--- src/rtl/print_mech_pkg.sv ---
// Shared definitions for the print line streaming path: frame constants,
// stream FSM states and the line FIFO entry width helper.
package print_mech_pkg;

    localparam logic [7:0]  FRAME_HEADER = 8'hA5;
    localparam int unsigned SEQ_WIDTH    = 8;

    typedef enum logic [1:0] {
        IDLE,
        HEADER,
        SEQ,
        DATA
    } stream_state_t;

    // A FIFO entry is {seq, line}; seq occupies the top SEQ_WIDTH bits.
    function automatic int unsigned line_entry_width(input int unsigned head_width);
        return SEQ_WIDTH + head_width;
    endfunction

endpackage

--- src/rtl/line_fifo.sv ---
// Registered-storage FIFO with wrap-around pointers (extra MSB for full/empty).
// Push and pop may occur together; a push into a full FIFO is accepted if a pop happens too.
module line_fifo #(
    parameter int unsigned WIDTH = 392,
    parameter int unsigned DEPTH = 4
) (
    input  logic                     clk,
    input  logic                     reset,
    input  logic                     push,
    input  logic [WIDTH-1:0]         push_data,
    input  logic                     pop,
    output logic [WIDTH-1:0]         pop_data,
    output logic                     full,
    output logic                     empty,
    output logic [$clog2(DEPTH):0]   count
);

    localparam int unsigned AW = $clog2(DEPTH);

    logic [WIDTH-1:0] mem_q [DEPTH];
    logic [WIDTH-1:0] mem_d [DEPTH];
    logic [AW:0]      wr_ptr_q, wr_ptr_d;
    logic [AW:0]      rd_ptr_q, rd_ptr_d;
    logic             do_push;
    logic             do_pop;

    assign empty    = (wr_ptr_q == rd_ptr_q);
    assign full     = (wr_ptr_q[AW] != rd_ptr_q[AW]) &&
                      (wr_ptr_q[AW-1:0] == rd_ptr_q[AW-1:0]);
    assign count    = wr_ptr_q - rd_ptr_q;
    assign pop_data = mem_q[rd_ptr_q[AW-1:0]];

    always_comb begin
        mem_d    = mem_q;
        wr_ptr_d = wr_ptr_q;
        rd_ptr_d = rd_ptr_q;
        do_pop   = pop && !empty;
        do_push  = push && (!full || do_pop);
        if (do_push) begin
            mem_d[wr_ptr_q[AW-1:0]] = push_data;
            wr_ptr_d                = wr_ptr_q + (AW+1)'(1);
        end
        if (do_pop) begin
            rd_ptr_d = rd_ptr_q + (AW+1)'(1);
        end
    end

    always_ff @(posedge clk or negedge reset) begin
        if (!reset) begin
            for (int unsigned i = 0; i < DEPTH; i++) begin
                mem_q[i] <= '0;
            end
            wr_ptr_q <= '0;
            rd_ptr_q <= '0;
        end else begin
            mem_q    <= mem_d;
            wr_ptr_q <= wr_ptr_d;
            rd_ptr_q <= rd_ptr_d;
        end
    end

endmodule

--- src/rtl/print_line_streamer.sv ---
// Buffers completed print lines and serialises each into an A5/seq/data byte
// frame on a registered valid/ready stream; overflowing lines are dropped and counted.
module print_line_streamer
    import print_mech_pkg::*;
#(
    parameter int unsigned HEAD_WIDTH = 384,
    parameter int unsigned LINE_DEPTH = 4
) (
    input  logic                          clk,
    input  logic                          reset,
    input  logic                          print_line_ready,
    input  logic [HEAD_WIDTH-1:0]         print_line,
    output logic [7:0]                    byte_data,
    output logic                          byte_valid,
    input  logic                          byte_ready,
    output logic [$clog2(LINE_DEPTH):0]   lines_pending,
    output logic [15:0]                   dropped_lines
);

    localparam int unsigned ENTRY_W = line_entry_width(HEAD_WIDTH);
    localparam int unsigned NBYTES  = HEAD_WIDTH / 8;
    localparam int unsigned IDX_W   = $clog2(NBYTES);
    localparam logic [IDX_W-1:0] LAST_IDX = IDX_W'(NBYTES - 1);

    stream_state_t           state_q, state_d;
    logic [IDX_W-1:0]        idx_q, idx_d;
    logic [HEAD_WIDTH-1:0]   shift_q, shift_d;
    logic [7:0]              frame_seq_q, frame_seq_d;
    logic [7:0]              byte_data_q, byte_data_d;
    logic                    byte_valid_q, byte_valid_d;
    logic [7:0]              seq_cnt_q, seq_cnt_d;
    logic [15:0]             dropped_q, dropped_d;

    logic                    fifo_pop;
    logic                    fifo_full;
    logic                    fifo_empty;
    logic [ENTRY_W-1:0]      fifo_rd_data;
    logic                    load;

    line_fifo #(
        .WIDTH (ENTRY_W),
        .DEPTH (LINE_DEPTH)
    ) u_line_fifo (
        .clk       (clk),
        .reset     (reset),
        .push      (print_line_ready),
        .push_data ({seq_cnt_q, print_line}),
        .pop       (fifo_pop),
        .pop_data  (fifo_rd_data),
        .full      (fifo_full),
        .empty     (fifo_empty),
        .count     (lines_pending)
    );

    assign byte_data     = byte_data_q;
    assign byte_valid    = byte_valid_q;
    assign dropped_lines = dropped_q;

    // Outside IDLE byte_valid_q is always set, so byte_ready alone marks a transfer.
    always_comb begin
        state_d      = state_q;
        idx_d        = idx_q;
        shift_d      = shift_q;
        frame_seq_d  = frame_seq_q;
        byte_data_d  = byte_data_q;
        byte_valid_d = byte_valid_q;
        load         = 1'b0;

        case (state_q)
            IDLE: begin
                if (!fifo_empty) begin
                    load = 1'b1;
                end
            end
            HEADER: begin
                if (byte_ready) begin
                    state_d     = SEQ;
                    byte_data_d = frame_seq_q;
                end
            end
            SEQ: begin
                if (byte_ready) begin
                    state_d     = DATA;
                    idx_d       = '0;
                    byte_data_d = shift_q[HEAD_WIDTH-1 -: 8];
                    shift_d     = shift_q << 8;
                end
            end
            DATA: begin
                if (byte_ready) begin
                    if (idx_q == LAST_IDX) begin
                        if (!fifo_empty) begin
                            load = 1'b1;
                        end else begin
                            state_d      = IDLE;
                            byte_valid_d = 1'b0;
                        end
                    end else begin
                        idx_d       = idx_q + IDX_W'(1);
                        byte_data_d = shift_q[HEAD_WIDTH-1 -: 8];
                        shift_d     = shift_q << 8;
                    end
                end
            end
            default: begin
                state_d      = IDLE;
                byte_valid_d = 1'b0;
            end
        endcase

        if (load) begin
            state_d      = HEADER;
            byte_valid_d = 1'b1;
            byte_data_d  = FRAME_HEADER;
            shift_d      = fifo_rd_data[HEAD_WIDTH-1:0];
            frame_seq_d  = fifo_rd_data[ENTRY_W-1 -: 8];
        end
    end

    assign fifo_pop = load;

    always_comb begin
        seq_cnt_d = seq_cnt_q;
        dropped_d = dropped_q;
        if (print_line_ready) begin
            seq_cnt_d = seq_cnt_q + 8'd1;
            if (fifo_full && !fifo_pop && (dropped_q != 16'hFFFF)) begin
                dropped_d = dropped_q + 16'd1;
            end
        end
    end

    always_ff @(posedge clk or negedge reset) begin
        if (!reset) begin
            state_q      <= IDLE;
            idx_q        <= '0;
            shift_q      <= '0;
            frame_seq_q  <= '0;
            byte_data_q  <= '0;
            byte_valid_q <= 1'b0;
            seq_cnt_q    <= '0;
            dropped_q    <= '0;
        end else begin
            state_q      <= state_d;
            idx_q        <= idx_d;
            shift_q      <= shift_d;
            frame_seq_q  <= frame_seq_d;
            byte_data_q  <= byte_data_d;
            byte_valid_q <= byte_valid_d;
            seq_cnt_q    <= seq_cnt_d;
            dropped_q    <= dropped_d;
        end
    end

endmodule

--- config.mk ---
export PLATFORM = sky130hd
export DESIGN_NAME = print_line_streamer
export DESIGN_NICKNAME = d
export VERILOG_FILES = /design/src/rtl/print_mech_pkg.sv /design/src/rtl/line_fifo.sv /design/src/rtl/print_line_streamer.sv
export SDC_FILE = /design/constraint.sdc
export NUM_CORES = 2
export LEC_CHECK = 0
export BUFFER_PORTS_ARGS = -buffer_cell sky130_fd_sc_hd__buf_2
export CAP_MARGIN = 15
export CORE_ASPECT_RATIO = 0.8
export CORE_UTILIZATION = 32
export DETAILED_ROUTE_END_ITERATION = 12
export GPL_ROUTABILITY_DRIVEN = 0
export SYNTH_ARGS = -nofsm -noshare
export SYNTH_HDL_FRONTEND = slang
export SYNTH_SLANG_ARGS = --single-unit
export TNS_END_PERCENT = 5
--- constraint.sdc ---
create_clock -name clk -period 8.5 [get_ports clk]
set_input_delay 2.125 -clock clk [delete_from_list [all_inputs] [get_ports clk]]
set_output_delay 2.125 -clock clk [all_outputs]
set_load 0.02 [all_outputs]
==> metrics.log <==
[metrics] outcome: completed
[metrics] ANT nets after route: 0
[metrics] Post-Syn Area per Cell: 15.3 sq um
[metrics] count of standard-cell rows: 177
[metrics] endpoint class of the critical path: output port
[metrics] WP data arrival: 3080 ps
[metrics] Non-Filler Cell Area, Final: 0.106 sq mm
[metrics] Synth Register Bits: 2007
[metrics] Worst Hold Slack: 484 ps
[metrics] Critical Path Start Type: flip-flop
[metrics] detailed-routing iteration count for the pre-antenna-repair pass: 7
[metrics] # Max-Cap Violations: 0
[metrics] antenna violations before repair: 156
[metrics] total of cells resized after clock tree synthesis: 0
[metrics] footprint of the flip-flops and latches: 0.0502 sq mm
[metrics] buffer levels on the longest clock path: 4
[metrics] Die Span Y: 487 um
[metrics] count of port buffers added during placement: 415
[metrics] global-route wire length before repair: 374000 um
[metrics] TritonCTS buffer count: 213
[metrics] maximum vdd ir drop: 259 uV
[metrics] worst-path fanout max: 39
[metrics] number of max-slew violations in the final report: 0
[metrics] Core Box Area: 0.292 sq mm
[metrics] CTS hold repair buffers: 0
[metrics] TritonCTS clock tree: yes
[metrics] path category of the worst min-delay check: flip-flop to flip-flop
[metrics] ys flop type: dfrtp_1
[metrics] Layout fillers: 27.3k
[metrics] violation count after the first detailed-routing iteration: 3519
[metrics] worst reg-to-reg setup slack: 4170 ps
[metrics] clock transition time at the flip-flop clock pins of the worst setup and hold paths: 60 ps
[metrics] share of cell area taken by muxes after synthesis: 34.2%
[metrics] commonest cells after routing, fill and taps aside: dfrtp_1, mux2_4, nand2_1
[metrics] initial standard-cell utilization of the core: 32.3%
[metrics] number of enable-type register cells in the synthesized netlist: 0
[metrics] routed wire length: 241000 um
[metrics] total setup buffers inserted after CTS: 0
[metrics] leading cell type in the layout, fill and taps excluded: dfrtp_1
[metrics] I/O pin count: 416
[metrics] adder-cell share of the synthesized area: 0.207%
[metrics] routed len/inst: 23.0 um
[metrics] post-detailed-placement cell area: 0.0986 sq mm
[metrics] total power per unit cell area: 422 mW/mm^2
[metrics] static leakage: 0.0466 uW
[metrics] fraction of the mapped netlist area in compound gates: 2.75%
[metrics] die width: 609 um
[metrics] synthesized net count: 6570
[metrics] endpoint of the worst hold path: frame_seq_q[1]
[metrics] clock sink count: 2007
[metrics] pin count of the biggest net entering global routing: 180
[metrics] sequential element share of the synthesized area: 53.3%
[metrics] WHS Path Cells: 2
[metrics] Util after Layout: 36.3%
[metrics] die footprint: 0.296 sq mm
[metrics] number of nets in the finished design: 6857
[metrics] vias in the first global route: 57.1k
[metrics] f_max: 0.192 GHz
[metrics] Via-to-Cell Ratio: 5.01
[metrics] worst min-delay path startpoint: frame_seq_q[1]
[metrics] overall power: 44800 uW
[metrics] origin of the critical flop-to-flop path: u_line_fifo.rd_ptr_q[0]
[metrics] Vias: 52.7k
[metrics] transition time at the pin with the least slew margin: 1150 ps
[metrics] time the worst path needs with I/O delays and setup: 5200 ps
[metrics] final cycle utilization of the critical path: 61.2%
[metrics] Residual DRC: 0
[metrics] count of endpoints failing setup in the final report: 0
[metrics] Area Growth Syn to Fin: 12.6%
[metrics] H-Tree Depth: 4
[metrics] cell breakdown of the critical path: ha_1 > fa_1 > xnor2_1 > buf_2
[metrics] Final TNS setup: 0 ps
[metrics] required time of the critical path: 6380 ps
[metrics] residual overflow from global routing: 0
[metrics] hold violation count in the final report: 0
[metrics] Root Driver: clkbuf_16
[metrics] Worst Reg-to-Reg Cells: 6
[metrics] largest family of logic cells by synthesized area: multiplexers
[metrics] Syn Inst Count: 6167
[metrics] largest incremental delay on the critical path: 810 ps
[metrics] headroom to the max-slew limit: 23.0%
[metrics] share of the synthesized netlist area taken by xor and xnor gates: 0.260%
[metrics] Critical R2R Capture: shift_q[236]
[metrics] area fraction in and, or, nand and nor cells after synthesis: 5.34%
[metrics] share of layout cells above drive strength 1: 42.9%
[metrics] Multi-input gate area: 0.0403 sq mm
[metrics] CP max-delay cell: dfrtp_4
[metrics] total track usage: 16.1%
[metrics] Yosys warning count: 0
[metrics] distinct cell type count of the synthesized netlist: 42
[metrics] Max Clock Skew: 57.6 ps
[metrics] later-pin clock latency in the skew report: 860 ps
[metrics] cell area after synthesis: 0.0942 sq mm
[metrics] critical setup path kind: flip-flop to output port
[metrics] proportion of register bits with asynchronous set or reset after synthesis: 100%
[metrics] setup repair after global routing missed its margin: no
[metrics] HPWL after detailed placement: 147000 um
metrics by stage:
step | setup WS [ps] | cells
after floorplan | 4810 | 6167
after global placement | 3360 | 10100
after detailed placement | 3280 | 10100
after CTS | 3080 | 10500
after global routing | 3090 | 10500
final | 3300 | 10500
kinds of logic (layout without fill, tap and decap cells):
kind of cell,count (synthesis),after routing
flip-flops,2007,2007
AND/OR/NAND/NOR,1291,1291
multiplexers,1963,1963
other,0,45
AO/OA/AOI/OAI,411,411
buffers and inverters,452,902
XOR/XNOR,28,28
adder cells (fa/ha/maj),15,15
per-layer routing:
metal	global-route usage, %	part of all wire [%]	vias up
met4	4.29	2.4	72
met2	25.6	47	1121
met5	0	0.19	-
met1	22.4	46	28300
met3	3.20	4.8	468
li1	-	-	22700
report_power, final:
group / internal [uW] / leakage (uW) / switching [uW] / total [uW]
registers: 14400 / 0.0242 / 2920 / 17300
clock network: 5810 / 0.00362 / 4010 / 9820
logic: 10700 / 0.0188 / 6930 / 17600
synth_stat cells, types with 6 or more instances:
cell	count	area share, %
clkbuf_1	151	0.60
nor2_1	396	1.6
ha_1	14	0.19
o21ai_0	15	0.080
nand2_1	824	3.3
dfrtp_1	2007	53
xnor2_1	12	0.11
and3_1	6	0.040
a31oi_1	376	2.5
inv_1	9	0.036
nand4_1	7	0.047
nand3_1	22	0.12
nor3_1	14	0.074
buf_8	64	1.0
buf_2	117	0.62
xor2_1	16	0.15
mux4_2	392	9.4
buf_12	38	0.81
mux2_4	1510	24
buf_6	69	0.83
mux2_2	61	0.73
worst max-delay path by stage:
| stage | slack [ps] | endpoint | startpoint |
|---|---|---|---|
| 3_5_place_dp | 3280 | u_line_fifo.mem_q[873] | byte_ready |
| 5_1_grt | 3090 | lines_pending[2] | u_line_fifo.rd_ptr_q[0] |
| 2_1_floorplan | 4810 | u_line_fifo.mem_q[603] | byte_ready |
| 6_report | 3300 | lines_pending[2] | u_line_fifo.rd_ptr_q[0] |
| 4_1_cts | 3080 | lines_pending[2] | u_line_fifo.rd_ptr_q[0] |
| 3_3_place_gp | 3360 | u_line_fifo.mem_q[876] | byte_ready |
state kept, by name (all words and copies together), names as in the netlist:
signal and count:
dropped_lines 16, byte_valid 1, seq_cnt_q 8, u_line_fifo.rd_ptr_q 3, u_line_fifo.mem_q 1568, state_q 2, u_line_fifo.wr_ptr_q 3, byte_data 8
idx_q 6, shift_q 384, frame_seq_q 8
area by class of cell:
class | instances | share of cell area, %
timing repair buffer | 515 | 3.05
sequential | 2007 | 47.4
tap | 3848 | 4.54
inverter | 9 | 0.0319
clock buffer | 292 | 5.76
clock inverter | 86 | 1.14
multi-input combinational | 3708 | 38.0
antenna | 45 | 0.106
worst max-delay path: cells and delay by family, from the launching register on:
family,cells,cell delay [ps]
buffers and inverters,1,250
XOR/XNOR,1,390
flip-flops,1,810
adder cells (fa/ha/maj),2,770
No activity file was read; power rests on OpenSTA's default activity.
